--- config.mk ---
export PLATFORM = sky130hd
export DESIGN_NAME = astar_grid_renderer
export DESIGN_NICKNAME = d
export VERILOG_FILES = /design/src/rtl/astar_pkg.sv /design/src/rtl/astar_tile_ram.sv /design/src/rtl/astar_grid_renderer.sv
export SDC_FILE = /design/constraint.sdc
export NUM_CORES = 2
export LEC_CHECK = 0
export ABC_AREA = 1
export CORE_MARGIN = 10
export CORE_UTILIZATION = 30
export CTS_CLUSTER_DIAMETER = 120
export CTS_CLUSTER_SIZE = 16
export DETAILED_ROUTE_END_ITERATION = 12
export SYNTH_ARGS = -nofsm -noshare
export SYNTH_HDL_FRONTEND = slang
export SYNTH_SLANG_ARGS = --single-unit
--- constraint.sdc ---
create_clock -name clk -period 132.5 [get_ports clk]
set_input_delay 13.25 -clock clk [delete_from_list [all_inputs] [get_ports clk]]
set_output_delay 13.25 -clock clk [all_outputs]
set_load 0.01 [all_outputs]
--- src/rtl/astar_pkg.sv ---
// Shared constants for the A* engine and its grid renderer: grid geometry,
// cell codes, colours and the tile address helper.
package astar_pkg;

  localparam logic [5:0]  GRID_N    = 6'd40;
  localparam int          CELL_SH   = 3;
  localparam logic [9:0]  X0        = 10'd160;
  localparam logic [9:0]  Y0        = 10'd80;
  localparam logic [9:0]  GRID_PX   = 10'd320;
  localparam int          DEPTH     = 1600;
  localparam int          ADDR_W    = 11;
  localparam logic [10:0] LAST_ADDR = 11'd1599;

  localparam logic [1:0] CELL_UNKNOWN  = 2'b00;
  localparam logic [1:0] CELL_GRID     = 2'b01;
  localparam logic [1:0] CELL_OBSTACLE = 2'b10;
  localparam logic [1:0] CELL_PATH     = 2'b11;

  localparam logic [7:0] COL_BLACK   = 8'h00;
  localparam logic [7:0] COL_PATH    = 8'h1C;
  localparam logic [7:0] COL_LINE    = 8'h92;
  localparam logic [7:0] COL_GRID    = 8'hFF;
  localparam logic [7:0] COL_UNKNOWN = 8'h49;

  typedef enum logic {ST_CLEAR, ST_RUN} state_t;

  // y*40 as (y<<5)+(y<<3) keeps the address path free of a multiplier
  function automatic logic [ADDR_W-1:0] cell_addr(input logic [5:0] x, input logic [5:0] y);
    logic [ADDR_W-1:0] yy;
    yy = {5'd0, y};
    return (yy << 5) + (yy << 3) + {5'd0, x};
  endfunction

endpackage

--- src/rtl/astar_tile_ram.sv ---
// 1600x2 tile store: one synchronous write port, one registered read port
// returning the pre-write contents on a same-address collision.
module astar_tile_ram
  import astar_pkg::*;
(
  input  logic              clk,
  input  logic              we,
  input  logic [ADDR_W-1:0] wa,
  input  logic [1:0]        wd,
  input  logic [ADDR_W-1:0] ra,
  output logic [1:0]        rd
);

  logic [1:0] mem [DEPTH];

  always_ff @(posedge clk) begin
    if (we) mem[wa] <= wd;
    rd <= mem[ra];
  end

endmodule

--- src/rtl/astar_grid_renderer.sv ---
// Grid renderer: takes A* cell-paint commands into the tile RAM and scans
// the tiles out as RRRGGGBB pixels behind a 2-clock pipeline.
//
// state    | meaning
// ---------+-------------------------------------------------------------
// ST_CLEAR | sweep writes UNKNOWN to every cell, commands held off, busy=1
// ST_RUN   | commands accepted and written, busy=0
module astar_grid_renderer
  import astar_pkg::*;
(
  input  logic       clk,
  input  logic       reset,
  input  logic       clear_req,
  input  logic       cmd_valid,
  output logic       cmd_ready,
  input  logic [5:0] cmd_x,
  input  logic [5:0] cmd_y,
  input  logic [1:0] cmd_type,
  input  logic [9:0] pixel_x,
  input  logic [9:0] pixel_y,
  input  logic       pixel_active,
  output logic [7:0] rgb,
  output logic       busy,
  output logic       drop_err
);

  state_t            state_q, state_d;
  logic [ADDR_W-1:0] clr_addr_q, clr_addr_d;
  logic              drop_err_q;
  logic              in_grid_q, line_q;
  logic [7:0]        rgb_q, rgb_d;

  logic              accept, in_range;
  logic              ram_we;
  logic [ADDR_W-1:0] ram_wa, ram_ra;
  logic [1:0]        ram_wd, ram_rd;

  logic [9:0]        rx, ry;
  logic              in_grid, line;

  assign cmd_ready = (state_q == ST_RUN);
  assign busy      = (state_q == ST_CLEAR);
  assign drop_err  = drop_err_q;
  assign rgb       = rgb_q;

  // clear_req wins over a same-cycle command
  assign accept   = cmd_valid && cmd_ready && !clear_req;
  assign in_range = (cmd_x < GRID_N) && (cmd_y < GRID_N);

  always_comb begin
    state_d    = state_q;
    clr_addr_d = clr_addr_q;
    ram_we     = 1'b0;
    ram_wa     = clr_addr_q;
    ram_wd     = CELL_UNKNOWN;
    case (state_q)
      ST_CLEAR: begin
        ram_we     = 1'b1;
        clr_addr_d = clr_addr_q + 11'd1;
        if (clr_addr_q == LAST_ADDR) state_d = ST_RUN;
      end
      ST_RUN: begin
        if (accept && in_range) begin
          ram_we = 1'b1;
          ram_wa = cell_addr(cmd_x, cmd_y);
          ram_wd = cmd_type;
        end
      end
      default: state_d = ST_CLEAR;
    endcase
    if (clear_req) begin
      state_d    = ST_CLEAR;
      clr_addr_d = '0;
    end
  end

  // Scanout stage 1: the RAM's read register doubles as the address stage
  assign rx      = pixel_x - X0;
  assign ry      = pixel_y - Y0;
  assign in_grid = pixel_active && (pixel_x >= X0) && (pixel_y >= Y0)
                   && (rx < GRID_PX) && (ry < GRID_PX);
  assign line    = (rx[CELL_SH-1:0] == '0) || (ry[CELL_SH-1:0] == '0);
  assign ram_ra  = in_grid ? cell_addr(6'(rx >> CELL_SH), 6'(ry >> CELL_SH)) : '0;

  always_comb begin
    rgb_d = COL_BLACK;
    if (in_grid_q) begin
      case (ram_rd)
        CELL_OBSTACLE: rgb_d = COL_BLACK;
        CELL_PATH:     rgb_d = COL_PATH;
        CELL_GRID:     rgb_d = line_q ? COL_LINE : COL_GRID;
        default:       rgb_d = line_q ? COL_LINE : COL_UNKNOWN;
      endcase
    end
  end

  always_ff @(posedge clk or posedge reset) begin
    if (reset) begin
      state_q    <= ST_CLEAR;
      clr_addr_q <= '0;
      drop_err_q <= 1'b0;
      in_grid_q  <= 1'b0;
      line_q     <= 1'b0;
      rgb_q      <= COL_BLACK;
    end else begin
      state_q    <= state_d;
      clr_addr_q <= clr_addr_d;
      drop_err_q <= drop_err_q | (accept && !in_range);
      in_grid_q  <= in_grid;
      line_q     <= line;
      rgb_q      <= rgb_d;
    end
  end

  astar_tile_ram u_tile_ram (
    .clk (clk),
    .we  (ram_we),
    .wa  (ram_wa),
    .wd  (ram_wd),
    .ra  (ram_ra),
    .rd  (ram_rd)
  );

endmodule

## After elaboration in Yosys (flattened, before gate mapping)

Memory sizes are Yosys's and may differ from the RTL's. A register that Yosys moved wholly into a read port is not among the register bits.
Cells that the tools add are included.
W data, S select, Z words.

- Bits in registers: 23
- Bits in writable memories: 3200
- Bits of input ports: 39
- Output and inout bits: 11
- Logic and storage cells: 59
- Memories: 1

Memory list:

| name | depth | bits a word | read ports | clocked after memory_dff | wr ports | RTL line | source |
|---|---|---|---|---|---|---|---|
| u_tile_ram.mem | 1600 | 2 | 1 | 1 | 1 | astar_tile_ram.sv:14 | `logic [1:0] mem [DEPTH];` |

- Add/sub/neg operators: 7
- $lt $le $gt $ge: 6
- Equality and inequality tests: 5
- Muxes and demuxes: 18
- Bitwise logic cells: 2
- Reductions and logical operators: 14

Operator list:

| operator | number |
|---|---|
| $mux W11 | 5 |
| $pmux W8 S3 | 1 |
| $add A11 B6 Y11 | 2 |
| $add A11 B9 Y11 | 2 |
| $lt A10 B9 Y1 const B | 2 |
| $mux W8 | 2 |
| $lt A6 B6 Y1 const B | 2 |
| $add A11 B1 Y11 const B | 1 |
| $eq A11 B11 Y1 const B | 1 |
| $ge A10 B7 Y1 const B | 1 |
| $ge A10 B8 Y1 const B | 1 |
| $sub A10 B7 Y10 const B | 1 |
| $sub A10 B8 Y10 const B | 1 |
| $logic_and A1 B1 Y1 | 9 |
| $mux W7 | 1 |
| $logic_not A3 Y1 | 2 |
| $mux W1 | 6 |
| $eq A2 B2 Y1 const B | 2 |
| $mux W2 | 2 |
| $eq A2 B1 Y1 const B | 1 |
| $logic_not A1 Y1 | 2 |
| $ne A2 B2 Y1 const B | 1 |
| $pmux W1 S2 | 1 |
| $logic_or A1 B1 Y1 | 1 |
| other kinds (2) | 2 |

## Depth between registers and ports, before layout

- Depth after elaboration: 7
- Gate-level depth with buffers: 28
- Gate-level depth less buffers: 26

## By module

A second synthesis with hierarchy kept.

- Cell total of the unflattened synthesis: 12593
- Area, all modules: 137590.7 um^2

By module, submodules not included:

| module | times used | cells each | area an instance (um^2) | seq. area each (um^2) |
|---|---|---|---|---|
| astar_tile_ram | 1 | 12285 | 135447.4 | 96132.2 |
| astar_grid_renderer | 1 | 308 | 2143.3 | 525.5 |

## Worst setup path after synthesis

Ideal clock, no wire load.

- Kind: input port to flip-flop
- Start: input port cmd_x[4]
- End: memory u_tile_ram.mem[0][0] (data pin)
- Library setup time: 7646 ps
- Arrival: 50642 ps
- Required time: 124854 ps
- Path slack: 74212 ps
- Stages: 6
- Buffers on the path: 1
- Path through: o21ai_0 -> nand2_1 -> nor3_2 -> inv_1 -> clkbuf_1 -> nor2_1

- Longest elaborated chain between the ends: 5

RTL lines:

| what | RTL line | source |
|---|---|---|
| start, declared | astar_grid_renderer.sv:16 | `input logic [5:0] cmd_x,` |
| $lt A6 B6 Y1 | astar_grid_renderer.sv:48 | `assign in_range = (cmd_x < GRID_N) && (cmd_y < GRID_N);` |
| $logic_and A1 B1 Y1 | astar_grid_renderer.sv:48 |  |
| $logic_and A1 B1 Y1 | astar_grid_renderer.sv:63 | `if (accept && in_range) begin` |
| $mux W2 | astar_grid_renderer.sv:63 |  |
| $mux W2 | astar_grid_renderer.sv:56 | `case (state_q)` |
| net ram_wd[0] | astar_grid_renderer.sv:36 | `logic [1:0] ram_wd, ram_rd;` |
| end, declared | astar_tile_ram.sv:14 |  |

The timed path passes the listed nets, and every way through them passes these cells.

## Final worst setup path

- Start: input port pixel_y[4]
- End: register u_tile_ram.rd[1] (read register of u_tile_ram.mem)

- Longest elaborated chain between the ends: 5
- Elaborated cells between the ends (all ways): 9
- Classes of those cells: add/sub (3); order compare (2); mux (1); reduce/logical (3)

RTL lines:

| what | RTL line | source |
|---|---|---|
| start, declared | astar_grid_renderer.sv:20 | `input logic [9:0] pixel_y,` |
| branches (longest 4 deep; another with $add A11 B9 Y11) | - |  |
| $mux W11 (*) | astar_grid_renderer.sv:83 | `assign ram_ra = in_grid ? cell_addr(6'(rx >> CELL_SH), 6'(ry >> CELL_SH)) : '0;` |
| end, declared | astar_tile_ram.sv:11 | `output logic [1:0] rd` |

Mark *: on every way between the ends.
A chain may end at the register's enable or synchronous reset.

==> out/qor.yml <==
outcome:
  status: "finished, final reports clean"
placement:
  gp_congestion: 0.803
  dp_slack_ns: 110.84
  dp_hpwl_um: 222000
  port-buffer-count: 49
timing:
  grt_setup_unrepaired: "false"
  whs_ns: 0.470
  fmax_mhz: 47.9
  worst_pin_slew_ns: 1.36
  slew_headroom: 0.0822
  fin_setup_tns_ns: 0
  worst_slack_ns: 111.63
  finalCriticalPeriod_ns: 20.87
  fin_crit_sh: 0.157
  report.final.setup_viol: 0
  hold_viol: 0
  drv_slew: 0
  finalClockSkew_ns: 0.0502
detailed_routing:
  drtPass1Iterations: 6
  ant_nets: 0
  wl_um: 433000
  avgRoutedWirePerCell_um: 21.5
  drc: 0
  via_per_inst: 5.05
  vias: 102000
  drtIter0Drc: 12200
die:
  rows: 256
  start_util: 0.301
  dieArea_um2: 515000
  core_um2: 485000
  dieWidth_um: 717
  ios: 50
  die_y_um: 717
worst_hold_path:
  hp-class: "flip-flop to flip-flop"
  whs_endpoint: "drop_err"
  hold_path_startpoint: "drop_err"
  worstHoldPathCells: 1
critical_path:
  arrival_ns: 21.72
  crit_fanout: 122
  worstReg2RegEnd: "u_tile_ram.mem[660][1]"
  crit_buf_inv: 9
  critPathMaxStageDelay_ns: 0.92
  cp-end-kind: "flip-flop"
  r2r_slack_ns: 127.05
  crit_family: "buffers and inverters"
  reg2reg_depth: 8
  r2r_start: "cmd_ready"
  cp_slowest_cell: "inv_8"
  crit_top_cell: "nand2_1"
  crit_type: "input pin to flip-flop"
  cp.required_ns: 133.36
  startpoint_type: "input pin"
clock_network:
  postCtsResizedCells: 0
  cts_tree: "built"
  clkSinkCount: 3223
  post_cts_buffers: 0
  cts_hold_buffers: 0
  clk_latency_ns: 0.93
  h-tree-depth: 4
  cts-root-buf: "clkbuf_16"
  numCtsBuffers: 224
  clkTransAtPathRegs_ns: 0.07
  clk_path_buf_depth: 4
finish:
  final_cell_mix: "3200 x edfxtp_1, 2461 x nand2_1, 2332 x nand3_1"
  multi_input_area_um2: 37300
  n_fill_cell: 49000
  final_nets: 13800
  seqCellArea_um2: 96700
  area_growth_pct: 8.32
  fin_util: 0.326
  drive_gt1_frac: 0.0474
  final_common_cell: "edfxtp_1"
yosys:
  synth-edff-count: 3200
  synth_top_area_frac: 0.659
  syn_inst: 14300
  syn_area_um2: 146000
  yosysSeqAreaShare: 0.662
  synth_warnings: 0
  avgSynthCellArea_um2: 10.2
  synthArstFlopShare: 0.00652
  ys_ff_latch: 3223
  synth-main-ff-cell: "edfxtp_1"
  synth.distinct_cells: 47
  yosys-top-cells-area: "edfxtp_1 66%, nand3_1 8.0%, nand2_1 6.4%"
  yosys.area.top_type: "edfxtp_1"
  synth_nets: 14300
global_routing:
  grt_pass1_vias: 98200
  grt_overflow: 0
  grt_pass1_wl_um: 635000
  antenna_found_initial: 16
  track_usage: 0.162
  grt_max_degree: 230
pwr:
  total_power_uw: 1820
  irDropWorstVdd_uv: 11.9
  p_leak_uw: 0.0600
  p_per_area_nw_per_um2: 11.5
flow_run:
  drv_cap: 0
## synthesized netlist by cell type (108+ instances only)
library cell and n:
buf_1 119, buf_2 288, clkbuf_1 647, edfxtp_1 3200, inv_1 2016, nand2_1 2495, nand3_1 2335, nand4_1 346
nor2_1 1696, o211ai_1 537, o21ai_0 225, or2_2 108
## cell families after synthesis
logic type,synth area share
compound gates,0.0370
simple gates,0.213
flops,0.662
xor+xnor,0.000472
buf+inv,0.0847
fa+ha+maj,0.00286
## flip-flops by register name, indices dropped and copies added (netlist names)
register        count
clr_addr_q         11
cmd_ready           1
drop_err            1
in_grid_q           1
line_q              1
rgb                 6
u_tile_ram.mem   3200
u_tile_ram.rd       2
## worst reg2reg max path, stage by stage, from the launching register on
cell and delay (ns):
dfrtp_1 0.49, nand2_1 0.16, nor3_2 0.37, inv_1 0.41, nor2_4 0.16, buf_4 0.75, buf_4 0.95, buf_12 0.46
buf_4 1.35
## cell type report
class / count / share of cell area
diodes: 4 / 0.0000633
clock buffers: 269 / 0.0368
clock inverters: 12 / 0.000926
inverters: 2024 / 0.0484
multi-input cells: 7933 / 0.236
flip-flops and latches: 3223 / 0.612
well taps: 6450 / 0.0511
repair buffers: 282 / 0.0155
## metal layers
| metal | GRT usage | wire length, um |
|---|---|---|
| met1 | 0.216 | 180000 |
| met2 | 0.270 | 201000 |
| met3 | 0.0236 | 36300 |
| met4 | 0.0552 | 16200 |
| met5 | 0 | 7 |
## where the power goes
part           internal (uW)  switching, uW
Clock                    307            340
Sequential              1100           1.16
Combinational           15.3           53.0
Total                   1420            394
## how the worst max path moves through the flow
stage | from | endpoint | slack, ns | depth (start not counted)
floorplan | cmd_x[4] | u_tile_ram.mem[0][0] | 74.21 | 6
global placement | pixel_y[4] | u_tile_ram.rd[1] | 110.93 | 28
detailed placement | pixel_y[4] | u_tile_ram.rd[0] | 110.84 | 28
CTS | pixel_y[4] | u_tile_ram.rd[0] | 111.81 | 28
global route | pixel_y[4] | u_tile_ram.rd[1] | 111.25 | 28
finish | pixel_y[4] | u_tile_ram.rd[1] | 111.63 | 28
## metrics by stage
stage / cell area, um^2 / std cells
2_1_floorplan: 146000 / 14300
3_3_place_gp: 152000 / 19900
3_5_place_dp: 152000 / 19900
4_1_cts: 158000 / 20200
5_1_grt: 158000 / 20200
6_report: 158000 / 20200
No activity file was read; power rests on OpenSTA's default activity.
